`config.mk`:
```
export PLATFORM = sky130hd
export DESIGN_NAME = debounced_inputs_wb_flat
export DESIGN_NICKNAME = d
export VERILOG_FILES = /design/src/rtl/debounced_inputs_pkg.sv /design/src/rtl/wishbone_classic.sv /design/src/rtl/debounced_inputs_wb_channel.sv /design/src/rtl/debounced_inputs_wb.sv /design/src/flat_wrapper.sv
export SDC_FILE = /design/constraint.sdc
export NUM_CORES = 1
export LEC_CHECK = 0
export ABC_CLOCK_PERIOD_IN_PS = 7800
export CORE_MARGIN = 5
export CORE_UTILIZATION = 36
export CTS_CLUSTER_DIAMETER = 200
export DETAILED_ROUTE_END_ITERATION = 10
export PLACE_DENSITY_LB_ADDON = 0.12
export SYNTH_ARGS = -nofsm -noshare
export SYNTH_HDL_FRONTEND = slang
export SYNTH_HIERARCHICAL = 1
export SYNTH_SLANG_ARGS = --single-unit
export TNS_END_PERCENT = 100
```
`constraint.sdc`:
```
create_clock -name wb_clk_i -period 7.8 [get_ports wb_clk_i]
set_clock_uncertainty 0.1 [all_clocks]
set_input_delay 0.78 -clock wb_clk_i [delete_from_list [all_inputs] [get_ports wb_clk_i]]
set_output_delay 0.78 -clock wb_clk_i [all_outputs]
set_load 0.005 [all_outputs]
```
`src/rtl/debounced_inputs_pkg.sv`:
```
// debounced_inputs_pkg
// Shared definitions for the debounced_inputs_wb block:
//   - event word field offsets (state, change mask, overflow flag)
//   - maximum supported channel count
//   - bus FSM state type
package debounced_inputs_pkg;

    localparam int STATE_LSB  = 0;
    localparam int MASK_LSB   = 16;
    localparam int OVF_BIT    = 31;
    localparam int MAX_INPUTS = 15;

    typedef enum logic {
        IDLE = 1'b0,
        BUSY = 1'b1
    } bus_state_e;

endpackage

```
`src/rtl/wishbone_classic.sv`:
```
// wishbone_classic
// Minimal Wishbone classic bundle carrying the block clock and reset.
// Modport controller: input clk_i, rst_i, ack_i; output cyc_o, stb_o,
// we_o, adr_o[31:0], dat_o[31:0].
interface wishbone_classic;
    logic        clk_i;
    logic        rst_i;
    logic        cyc_o;
    logic        stb_o;
    logic        we_o;
    logic [31:0] adr_o;
    logic [31:0] dat_o;
    logic        ack_i;

    modport controller (
        input  clk_i,
        input  rst_i,
        input  ack_i,
        output cyc_o,
        output stb_o,
        output we_o,
        output adr_o,
        output dat_o
    );
endinterface

```
`src/rtl/debounced_inputs_wb_channel.sv`:
```
// debounce_channel
// One input channel: SYNC_STAGES-deep synchroniser, restartable stability
// counter and the debounced state bit.
// Ports:
//   clk, rst    : clock, asynchronous active-high reset
//   din         : raw asynchronous pin
//   debounced   : accepted (debounced) level, resets to 0
//   change_stb  : one-cycle pulse, high in the cycle debounced shows a new value
module debounce_channel
    import debounced_inputs_pkg::*;
#(
    parameter int DEBOUNCE_PERIOD = 5_000_000,
    parameter int SYNC_STAGES     = 2
) (
    input  logic clk,
    input  logic rst,
    input  logic din,
    output logic debounced,
    output logic change_stb
);
    localparam int CNT_W = $clog2(DEBOUNCE_PERIOD + 1);

    logic [SYNC_STAGES-1:0] sync_q, sync_d;
    logic                   sync_bit;
    logic                   prev_q, prev_d;
    logic                   deb_q, deb_d;
    logic                   stb_q, stb_d;
    logic [CNT_W-1:0]       cnt_q, cnt_d;

    assign sync_bit = sync_q[SYNC_STAGES-1];

    always_comb begin
        // sync_q[0] may go metastable; only the last stage is consumed.
        sync_d = {sync_q[SYNC_STAGES-2:0], din};
        prev_d = sync_bit;
        cnt_d  = cnt_q;
        deb_d  = deb_q;
        stb_d  = 1'b0;
        if (sync_bit == deb_q) begin
            cnt_d = '0;
        end else if (sync_bit != prev_q) begin
            // A bounce restarts the stability window at one.
            cnt_d = CNT_W'(1);
        end else if (cnt_q == CNT_W'(DEBOUNCE_PERIOD - 1)) begin
            deb_d = sync_bit;
            cnt_d = '0;
            stb_d = 1'b1;
        end else begin
            cnt_d = cnt_q + CNT_W'(1);
        end
    end

    always_ff @(posedge clk or posedge rst) begin
        if (rst) begin
            sync_q <= '0;
            prev_q <= 1'b0;
            cnt_q  <= '0;
            deb_q  <= 1'b0;
            stb_q  <= 1'b0;
        end else begin
            sync_q <= sync_d;
            prev_q <= prev_d;
            cnt_q  <= cnt_d;
            deb_q  <= deb_d;
            stb_q  <= stb_d;
        end
    end

    assign debounced  = deb_q;
    assign change_stb = stb_q;

endmodule

```
`src/rtl/debounced_inputs_wb.sv`:
```
// debounced_inputs_wb
// Debounces N_INPUTS (1..MAX_INPUTS) asynchronous pins, queues every debounced
// change as an event word in a FIFO and drains it as Wishbone classic writes.
// Event word: [N-1:0] new state, [16+N-1:16] change mask, [31] overflow.
// Ports:
//   wb          : Wishbone controller (clk_i, rst_i async active-high, ack_i in;
//                 cyc_o, stb_o, we_o, adr_o, dat_o out)
//   inputs      : raw asynchronous pins
//   debounced   : current debounced state
//   fifo_level  : number of queued events
// Build option: DEBOUNCED_INPUTS_OVF_EN adds a sticky overflow flag that is
// reported in bit 31 of the next event accepted after a drop.
module debounced_inputs_wb
    import debounced_inputs_pkg::*;
#(
    parameter int          N_INPUTS        = 8,
    parameter int          DEBOUNCE_PERIOD = 5_000_000,
    parameter int          SYNC_STAGES     = 2,
    parameter int          FIFO_DEPTH      = 4,
    parameter logic [31:0] WB_ADDR         = 32'h0
) (
    wishbone_classic.controller         wb,
    input  logic [N_INPUTS-1:0]         inputs,
    output logic [N_INPUTS-1:0]         debounced,
    output logic [$clog2(FIFO_DEPTH):0] fifo_level
);
    localparam int PTR_W = $clog2(FIFO_DEPTH);
    localparam int LVL_W = PTR_W + 1;

    logic clk;
    logic rst;
    assign clk = wb.clk_i;
    assign rst = wb.rst_i;

    // ---------------------------------------------------------------- channels
    logic [N_INPUTS-1:0] chg_stb;

    for (genvar i = 0; i < N_INPUTS; i++) begin : g_ch
        debounce_channel #(
            .DEBOUNCE_PERIOD (DEBOUNCE_PERIOD),
            .SYNC_STAGES     (SYNC_STAGES)
        ) u_ch (
            .clk        (clk),
            .rst        (rst),
            .din        (inputs[i]),
            .debounced  (debounced[i]),
            .change_stb (chg_stb[i])
        );
    end

    // ---------------------------------------------------------------- FIFO
    logic [31:0]      mem_q [FIFO_DEPTH];
    logic [31:0]      mem_d [FIFO_DEPTH];
    logic [PTR_W-1:0] wr_ptr_q, wr_ptr_d;
    logic [PTR_W-1:0] rd_ptr_q, rd_ptr_d;
    logic [LVL_W-1:0] level_q, level_d;
    logic [31:0]      evt_word;
    logic             evt_valid;
    logic             full;
    logic             push;
    logic             pop;

    bus_state_e       state_q;
    logic             act_q;
    logic [31:0]      adr_q;
    logic [31:0]      dat_q;

    assign evt_valid = |chg_stb;
    assign full      = (level_q == LVL_W'(FIFO_DEPTH));
    assign pop       = (state_q == BUSY) && wb.ack_i;
    // When full, the entry being popped has already been copied to dat_o,
    // so its slot can take the new event on the same edge.
    assign push      = evt_valid && (!full || pop);

`ifdef DEBOUNCED_INPUTS_OVF_EN
    logic ovf_q, ovf_d;
    logic drop;

    assign drop = evt_valid && !push;

    always_comb begin
        ovf_d = ovf_q;
        if (drop) begin
            ovf_d = 1'b1;
        end else if (push) begin
            ovf_d = 1'b0;
        end
    end

    always_ff @(posedge clk or posedge rst) begin
        if (rst) begin
            ovf_q <= 1'b0;
        end else begin
            ovf_q <= ovf_d;
        end
    end
`endif

    always_comb begin
        evt_word                       = '0;
        evt_word[STATE_LSB +: N_INPUTS] = debounced;
        evt_word[MASK_LSB +: N_INPUTS]  = chg_stb;
`ifdef DEBOUNCED_INPUTS_OVF_EN
        evt_word[OVF_BIT]               = ovf_q;
`endif
    end

    always_comb begin
        mem_d    = mem_q;
        wr_ptr_d = wr_ptr_q;
        rd_ptr_d = rd_ptr_q;
        if (push) begin
            mem_d[wr_ptr_q] = evt_word;
            wr_ptr_d        = wr_ptr_q + PTR_W'(1);
        end
        if (pop) begin
            rd_ptr_d = rd_ptr_q + PTR_W'(1);
        end
        level_d = level_q + LVL_W'(push) - LVL_W'(pop);
    end

    always_ff @(posedge clk or posedge rst) begin
        if (rst) begin
            for (int k = 0; k < FIFO_DEPTH; k++) begin
                mem_q[k] <= '0;
            end
            wr_ptr_q <= '0;
            rd_ptr_q <= '0;
            level_q  <= '0;
        end else begin
            mem_q    <= mem_d;
            wr_ptr_q <= wr_ptr_d;
            rd_ptr_q <= rd_ptr_d;
            level_q  <= level_d;
        end
    end

    // ---------------------------------------------------------------- bus FSM
    // IDLE only looks at the registered level, so after a pop at least one
    // idle cycle passes before the next write starts.
    always_ff @(posedge clk or posedge rst) begin
        if (rst) begin
            state_q <= IDLE;
            act_q   <= 1'b0;
            adr_q   <= '0;
            dat_q   <= '0;
        end else begin
            case (state_q)
                IDLE: begin
                    if (level_q != '0) begin
                        state_q <= BUSY;
                        act_q   <= 1'b1;
                        adr_q   <= WB_ADDR;
                        dat_q   <= mem_q[rd_ptr_q];
                    end
                end
                BUSY: begin
                    if (wb.ack_i) begin
                        state_q <= IDLE;
                        act_q   <= 1'b0;
                    end
                end
                default: begin
                    state_q <= IDLE;
                    act_q   <= 1'b0;
                end
            endcase
        end
    end

    assign wb.cyc_o    = act_q;
    assign wb.stb_o    = act_q;
    assign wb.we_o     = act_q;
    assign wb.adr_o    = adr_q;
    assign wb.dat_o    = dat_q;
    assign fifo_level  = level_q;

endmodule

```
`src/flat_wrapper.sv`:
```
// flat-port wrapper written by rule: the top's interface ports become plain ports
module debounced_inputs_wb_flat import debounced_inputs_pkg::*;
#(
    parameter int          N_INPUTS        = 8,
    parameter int          DEBOUNCE_PERIOD = 5_000_000,
    parameter int          SYNC_STAGES     = 2,
    parameter int          FIFO_DEPTH      = 4,
    parameter logic [31:0] WB_ADDR         = 32'h0
)
  (inputs, debounced, fifo_level, wb_clk_i, wb_rst_i, wb_ack_i, wb_cyc_o, wb_stb_o, wb_we_o, wb_adr_o, wb_dat_o);
  wishbone_classic wb_i ();
  input  logic [N_INPUTS-1:0] inputs;
  output logic [N_INPUTS-1:0] debounced;
  output logic [$clog2(FIFO_DEPTH):0] fifo_level;
  input wire logic [$bits(wb_i.clk_i)-1:0] wb_clk_i;
  input wire logic [$bits(wb_i.rst_i)-1:0] wb_rst_i;
  input wire logic [$bits(wb_i.ack_i)-1:0] wb_ack_i;
  output wire logic [$bits(wb_i.cyc_o)-1:0] wb_cyc_o;
  output wire logic [$bits(wb_i.stb_o)-1:0] wb_stb_o;
  output wire logic [$bits(wb_i.we_o)-1:0] wb_we_o;
  output wire logic [$bits(wb_i.adr_o)-1:0] wb_adr_o;
  output wire logic [$bits(wb_i.dat_o)-1:0] wb_dat_o;
  assign wb_i.clk_i = wb_clk_i;
  assign wb_i.rst_i = wb_rst_i;
  assign wb_i.ack_i = wb_ack_i;
  assign wb_cyc_o = wb_i.cyc_o;
  assign wb_stb_o = wb_i.stb_o;
  assign wb_we_o = wb_i.we_o;
  assign wb_adr_o = wb_i.adr_o;
  assign wb_dat_o = wb_i.dat_o;
  debounced_inputs_wb #(.N_INPUTS(N_INPUTS), .DEBOUNCE_PERIOD(DEBOUNCE_PERIOD), .SYNC_STAGES(SYNC_STAGES), .FIFO_DEPTH(FIFO_DEPTH), .WB_ADDR(WB_ADDR)) u_core (.wb(wb_i), .inputs(inputs), .debounced(debounced), .fifo_level(fifo_level));
endmodule
```
**Yosys cells after proc, flatten, opt, wreduce, memory -nomap -nowiden**

Index checks and enable logic that the tools add are counted.
W data, S select, Z words.

- Input bits: 11
- Bits in registers: 393
- Word-level logic and storage cells: 188
- Output and inout bits: 78

- Bitwise gates (word level): 19
- Order comparisons: 3
- Reductions and logical operators: 17
- Equal/unequal tests: 27
- Add/subtract/negate cells: 12
- Muxes and demuxes: 60

Operator list:

| cell | number |
|---|---|
| $mux W23 | 24 |
| $add A23 B1 Y23 const B | 8 |
| $eq A23 B23 Y1 const B | 8 |
| $bwmux W128 | 1 |
| $mux W32 | 3 |
| $bmux W32 S2 | 1 |
| $demux W32 S2 | 1 |
| $mux W1 | 28 |
| $reduce_and A3 Y1 | 8 |
| $not A1 Y1 | 17 |
| $eq A1 B1 Y1 | 8 |
| $ne A1 B1 Y1 | 8 |
| $reduce_or A8 Y1 | 1 |
| $ge A3 B3 Y1 const B | 2 |
| $not A2 Y3 | 2 |
| $add A2 B1 Y2 const B | 2 |
| $pmux W1 S2 | 2 |
| $reduce_and A2 Y1 | 2 |
| $add A3 B1 Y3 | 1 |
| $eq A3 B3 Y1 const B | 1 |
| $logic_and A1 B1 Y1 | 3 |
| $lt A3 B1 Y1 const B | 1 |
| $reduce_bool A3 Y1 | 1 |
| $sub A3 B1 Y3 | 1 |
| other kinds (4) | 4 |

**Logic depth before layout (Yosys ltp)**

- Word-level depth: 6
- Gate-level depth with buffers: 9
- Mapped depth without buffers: 9

**Hierarchy**

The synthesis kept the hierarchy.

Modules (own cells, without submodules):

| module | area each (um^2) | cells each | instances | seq. area each (um^2) |
|---|---|---|---|---|
| debounce_channel | 1431.4 | 142 | 8 | 700.7 |
| debounced_inputs_wb | 5616.6 | 530 | 1 | 2227.1 |

**Worst setup path after synthesis**

No wires, ideal clock.

- Path kind: input to register
- From: in wb_ack_i
- To: reg u_core.level_q[2] (netlist: u_core/fifo_level[2])
- Slack: 5.246 ns
- Buffers on the path: 0
- Data required time: 7.577 ns
- Stages: 9
- Data arrival time: 2.331 ns
- Library setup time: 0.123 ns
- Cells stage by stage: a211oi_2 a22oi_1 inv_1 ha_1 inv_1 ha_1 fa_1 xnor2_1 xnor2_1

- Longest elaborated chain between the ends: 5

RTL lines:

| item | RTL line | source |
|---|---|---|
| start: declaration | flat_wrapper.sv:17 | `input wire logic [$bits(wb_i.ack_i)-1:0] wb_ack_i;` |
| $logic_and A1 B1 Y1 (*) | debounced_inputs_wb.sv:70 | `assign pop = (state_q == BUSY) && wb.ack_i;` |
| $logic_or A1 B1 Y1 | debounced_inputs_wb.sv:73 | `assign push = evt_valid && (!full \|\| pop);` |
| $logic_and A1 B1 Y1 | debounced_inputs_wb.sv:73 |  |
| $add A3 B1 Y3 | debounced_inputs_wb.sv:119 | `level_d = level_q + LVL_W'(push) - LVL_W'(pop);` |
| $sub A3 B1 Y3 (*) | debounced_inputs_wb.sv:119 |  |
| net u_core.level_d[2] | debounced_inputs_wb.sv:56 | `logic [LVL_W-1:0] level_q, level_d;` |
| end signal: assignment | debounced_inputs_wb.sv:134 | `level_q <= level_d;` |
| end: declaration | debounced_inputs_wb.sv:56 |  |

The timed path passes the listed nets; every way through them passes the cells marked *.
A chain may end at the register's enable or synchronous reset.

**Worst setup path after layout**

- From: reg u_core.level_q[2] (netlist: u_core/fifo_level[2])
- To: out fifo_level[2]

RTL lines:

| item | RTL line | source |
|---|---|---|
| end: declaration | flat_wrapper.sv:14 | `output logic [$clog2(FIFO_DEPTH):0] fifo_level;` |

No word-level cell between the ends.

==> results.md <==
- The final count of hold timing violations is 0.
- The fraction of synthesized area in multiplexers is 3.54%.
- The register bit total from synthesis is 313.
- The number of hold buffers added after CTS is 0.
- The maximum single-stage delay on the critical path is 0.67 ns.
- The first global-routing pass estimated between 60,000 and 70,000 um of wire.
- The post-CTS clock slew at the launch and capture registers of the worst setup and hold paths is 0.06 ns.
- Synthesis produced 1,666 cells.
- For this run, the post-layout net count is 1,697.
- The endpoint kind of the worst setup timing path is an output port.
- The fraction of final layout cells with drive strength greater than 1 is 10.5%.
- The initial antenna violation count was 1.
- The die extent in x is around 230 um.
- The maximum level of the CTS H-tree is 2.
- The signal on the critical path passes through buf_4 > clkdlybuf4s50_1.
- The root buffer cell is sky130_fd_sc_hd__clkbuf_16.
- The wire-length estimate of the detail-placed layout is 25,400 um.
- The violation count after the first detailed-routing iteration is 900.
- The synthesized netlist devotes 5.59% of its cell area to XOR and XNOR gates.
- In this run the tool buffered the top-level ports with 40 buffer cells.
- In the final timing run, aggregate negative setup slack is 0 ns.
- The via density per instance is 5.53.
- Data on the critical path arrives at its endpoint at 2.32 ns.
- Summed over all layers, the routed wires come to 41,500 um.
- The number of antenna diodes in the final layout is 0.
- The startpoint-to-endpoint class of the critical path is flop to output port.
- On the critical path, the stage with the largest delay is an instance of sky130_fd_sc_hd__clkdlybuf4s50_1.
- The async set-or-reset flop fraction in the synthesized netlist is between 90% and 100%.
- At the placement stage, the worst setup path has a slack of ~4.2 ns.
- The largest voltage drop on the vdd net is 0.138 mV.
- The classification of the worst-slack hold path is flop to flop.
- The library cells used most frequently in the layout, excluding fill and tap cells, are sky130_fd_sc_hd__dfrtp_1, sky130_fd_sc_hd__nand3_1, sky130_fd_sc_hd__nor2_1.
- Leaving out fill and tap cells, the most frequent cell in the layout is sky130_fd_sc_hd__dfrtp_1.
- Summing the areas of all and, or, nand and nor instances in the mapped netlist gives 22.8% of the synthesized area.
- The worst pin sits at a relative slew slack of 23.2%.
- Summing the sequential cell areas from Yosys gives between 40% and 50% of the chip area.
- The fmax is about 0.31 GHz.
- The design draws 4.07 mW.
- In this run, CTS created clock tree buffers numbering 39.
- The area of the mapped netlist is 0.0171 mm2.
- At the end of routability-driven placement, the weighted congestion stood at approximately 0.75.
- Setup violations remaining at the end of the flow were counted as 0.
- After synthesis, the largest family of logic cells by area is simple AND/OR/NAND/NOR gates.
- The total of cells resized after clock tree synthesis is 0.
- The synthesized area divided by synthesized cell count is 10.2 um2.
- In this run, synthesis inferred 0 flip-flops with an integrated enable.
- STA classifies the critical path startpoint as a flop.
- STA puts the critical path data required time at 6.92 ns.
- The residual DRC count is 0.
- Across all setup checks in the final design, the least slack found is 4.60 ns.
- The transition time at the pin with the least slew margin is 1.15 ns.
- The later pin in the worst-skew pair is clocked with a latency of 0.55 ns.
- The number of primary I/O pins is 89.
- The combined global-route utilization of all metal layers is 15.6%.
- The period utilization is 41.0%.
- The site row count is between 70 and 80.
- The number of maximum-capacitance constraint violations is 0.
- For this run, the leading register cell type out of synthesis is sky130_fd_sc_hd__dfrtp_1.
- Summing the areas of all compound-gate instances in the mapped netlist gives between 10 and 15% of the synthesized area.
- The final count of pins violating max slew is 0.
- The floorplan step set the die height to 228 um.
- In this run the remaining antenna-violating nets after routing total 0.
- The power per cell area is 215 mW/mm2.
- The flow ran to the end, and the final reports show no timing, DRC or antenna violations.
- Setup repair after global routing left no endpoint under its margin.
- The TritonCTS clock tree is built.
- The adder-cell area share of the yosys netlist is around 1.1%.
- In this run the post-CTS setup repair buffer count came out at 0.
- During synthesis, Yosys emitted a total of 6 warnings.
- Before antenna repair, the detailed router went through 5 iterations.
- The area growth from synthesis to layout is 10.6%.
- In this run the static leakage power is 6.78 nW.
- After detailed routing, the average wire length per cell comes to 18.0 um.
- The residual overflow from global routing is 0.
- The buffer depth of the longest clock path is 3.
- The core footprint is about 0.047 mm2.
- The number of global-route vias before repair came to about 12,000.
- The distinct cell type count of the synthesized netlist is 56.
- The clock sink count is 313.
- For this configuration, the core starts out at a cell density of 36.5%.
- The highest net fanout along the worst path is 58.
- The pin count of the biggest net entering global routing is 72.
- The worst hold slack after final layout is 0.245 ns.
- The smallest clock period supported by the final layout is computed as 3.20 ns.
- The routed layout has 12,730 vias.
- The area enclosed by the die boundary is 0.0519 mm2.
==> routing by layer <==
layer / track usage (%) / vias up / wire [um]
li1: - / 6120 / -
met5: 0 / - / 11
met3: 3.66 / 55 / 1870
met1: 22.5 / 6342 / 20100
met4: 3.59 / 2 / 823
met2: 23.9 / 211 / 18700
==> cell type report <==
| type | count | area (um2) |
|---|---|---|
| Clock inverter | 10 | 154 |
| Sequential cell | 313 | 7830 |
| Inverter | 34 | 130 |
| Fill cell | 4526 | 27900 |
| Clock buffer | 54 | 1170 |
| Multi-Input combinational cell | 1231 | 8330 |
| Tap cell | 607 | 759 |
| Timing Repair Buffer | 52 | 490 |
==> cell families (layout without fill, tap and decap cells) <==
group / after synthesis / in the layout
AOI/OAI and AO/OA: 352 / 352
and+or+nand+nor: 674 / 674
xor gates and xnor gates: 109 / 109
buffers and inverters: 169 / 150
other: 1 / 48
muxes: 33 / 33
adders and majority gates: 15 / 15
DFF: 313 / 313
==> sequential cells by signal, indices dropped and copies added, names as in the netlist <==
register and count:
u_core/fifo_level 3, u_core/g_ch.u_ch/cnt_q 184, u_core/wb.cyc_o 1, u_core/g_ch.u_ch/change_stb 8, u_core/state_q 1, u_core/wb.dat_o 16
u_core/rd_ptr_q 2, u_core/g_ch.u_ch/prev_q 8, u_core/g_ch.u_ch/debounced 8, u_core/wr_ptr_q 2, u_core/mem_q 64, u_core/g_ch.u_ch/sync_q 16
==> critical path: cells and delay by family (launching register included) <==
family | cells | cell delay, ns
buffers and inverters | 2 | 1.27
DFF | 1 | 0.49
==> synth_stat cells, types with 17 or more instances <==
master	count	area share [%]
sky130_fd_sc_hd__nand2_1	81	1.8
sky130_fd_sc_hd__or3_1	40	1.5
sky130_fd_sc_hd__xnor2_1	45	2.3
sky130_fd_sc_hd__a21oi_1	81	2.4
sky130_fd_sc_hd__nand3_1	144	4.2
sky130_fd_sc_hd__buf_2	25	0.73
sky130_fd_sc_hd__a31oi_1	32	1.2
sky130_fd_sc_hd__or4_1	50	2.2
sky130_fd_sc_hd__nor2_1	97	2.1
sky130_fd_sc_hd__nor3_1	33	0.97
sky130_fd_sc_hd__a41oi_1	32	1.6
sky130_fd_sc_hd__clkbuf_1	18	0.40
sky130_fd_sc_hd__and3_1	24	0.88
sky130_fd_sc_hd__dfrtp_1	313	46
sky130_fd_sc_hd__xor2_1	64	3.3
sky130_fd_sc_hd__nor2b_1	64	2.3
sky130_fd_sc_hd__o21ai_0	40	1.2
sky130_fd_sc_hd__inv_1	33	0.73
sky130_fd_sc_hd__o31ai_1	56	2.5
sky130_fd_sc_hd__nand4_1	48	1.8
sky130_fd_sc_hd__o211ai_1	64	2.8
sky130_fd_sc_hd__mux2_2	17	1.1
sky130_fd_sc_hd__buf_4	72	3.2
==> where the power goes <==
part	internal (mW)	leakage, nW	total (mW)	switching [mW]
Clock	1.18	0.661	1.89	0.710
Sequential	1.65	3.87	1.75	0.0966
Combinational	0.154	2.26	0.430	0.276
==> worst paths after layout <==
check,start,cells after the start,slack [ns],to
worst min-delay path,u_core/g_ch[7].u_ch/sync_q[0],0,0.25,u_core/g_ch[7].u_ch/sync_q[1]
worst max register to register,u_core/state_q,4,4.96,u_core/mem_q[33]
min in group asynchronous,wb_rst_i,3,0.62,u_core/mem_q[39]
max in group asynchronous,wb_rst_i,4,5.71,u_core/mem_q[0]
worst min register to register,u_core/g_ch[7].u_ch/sync_q[0],0,0.25,u_core/g_ch[7].u_ch/sync_q[1]
worst max-delay path,u_core/fifo_level[2],2,4.60,fifo_level[2]
==> metrics by stage <==
step / std cells / utilization (%) / instance area [um2]
floorplan: 1713 / - / 17200
global placement: 2237 / 37.5 / 17500
detailed placement: 2237 / 37.5 / 17500
CTS: 2301 / 40.4 / 18900
global route: 2301 / 40.4 / 18900
finish: 2301 / 40.4 / 18900
(Power assumes the default switching activity.)
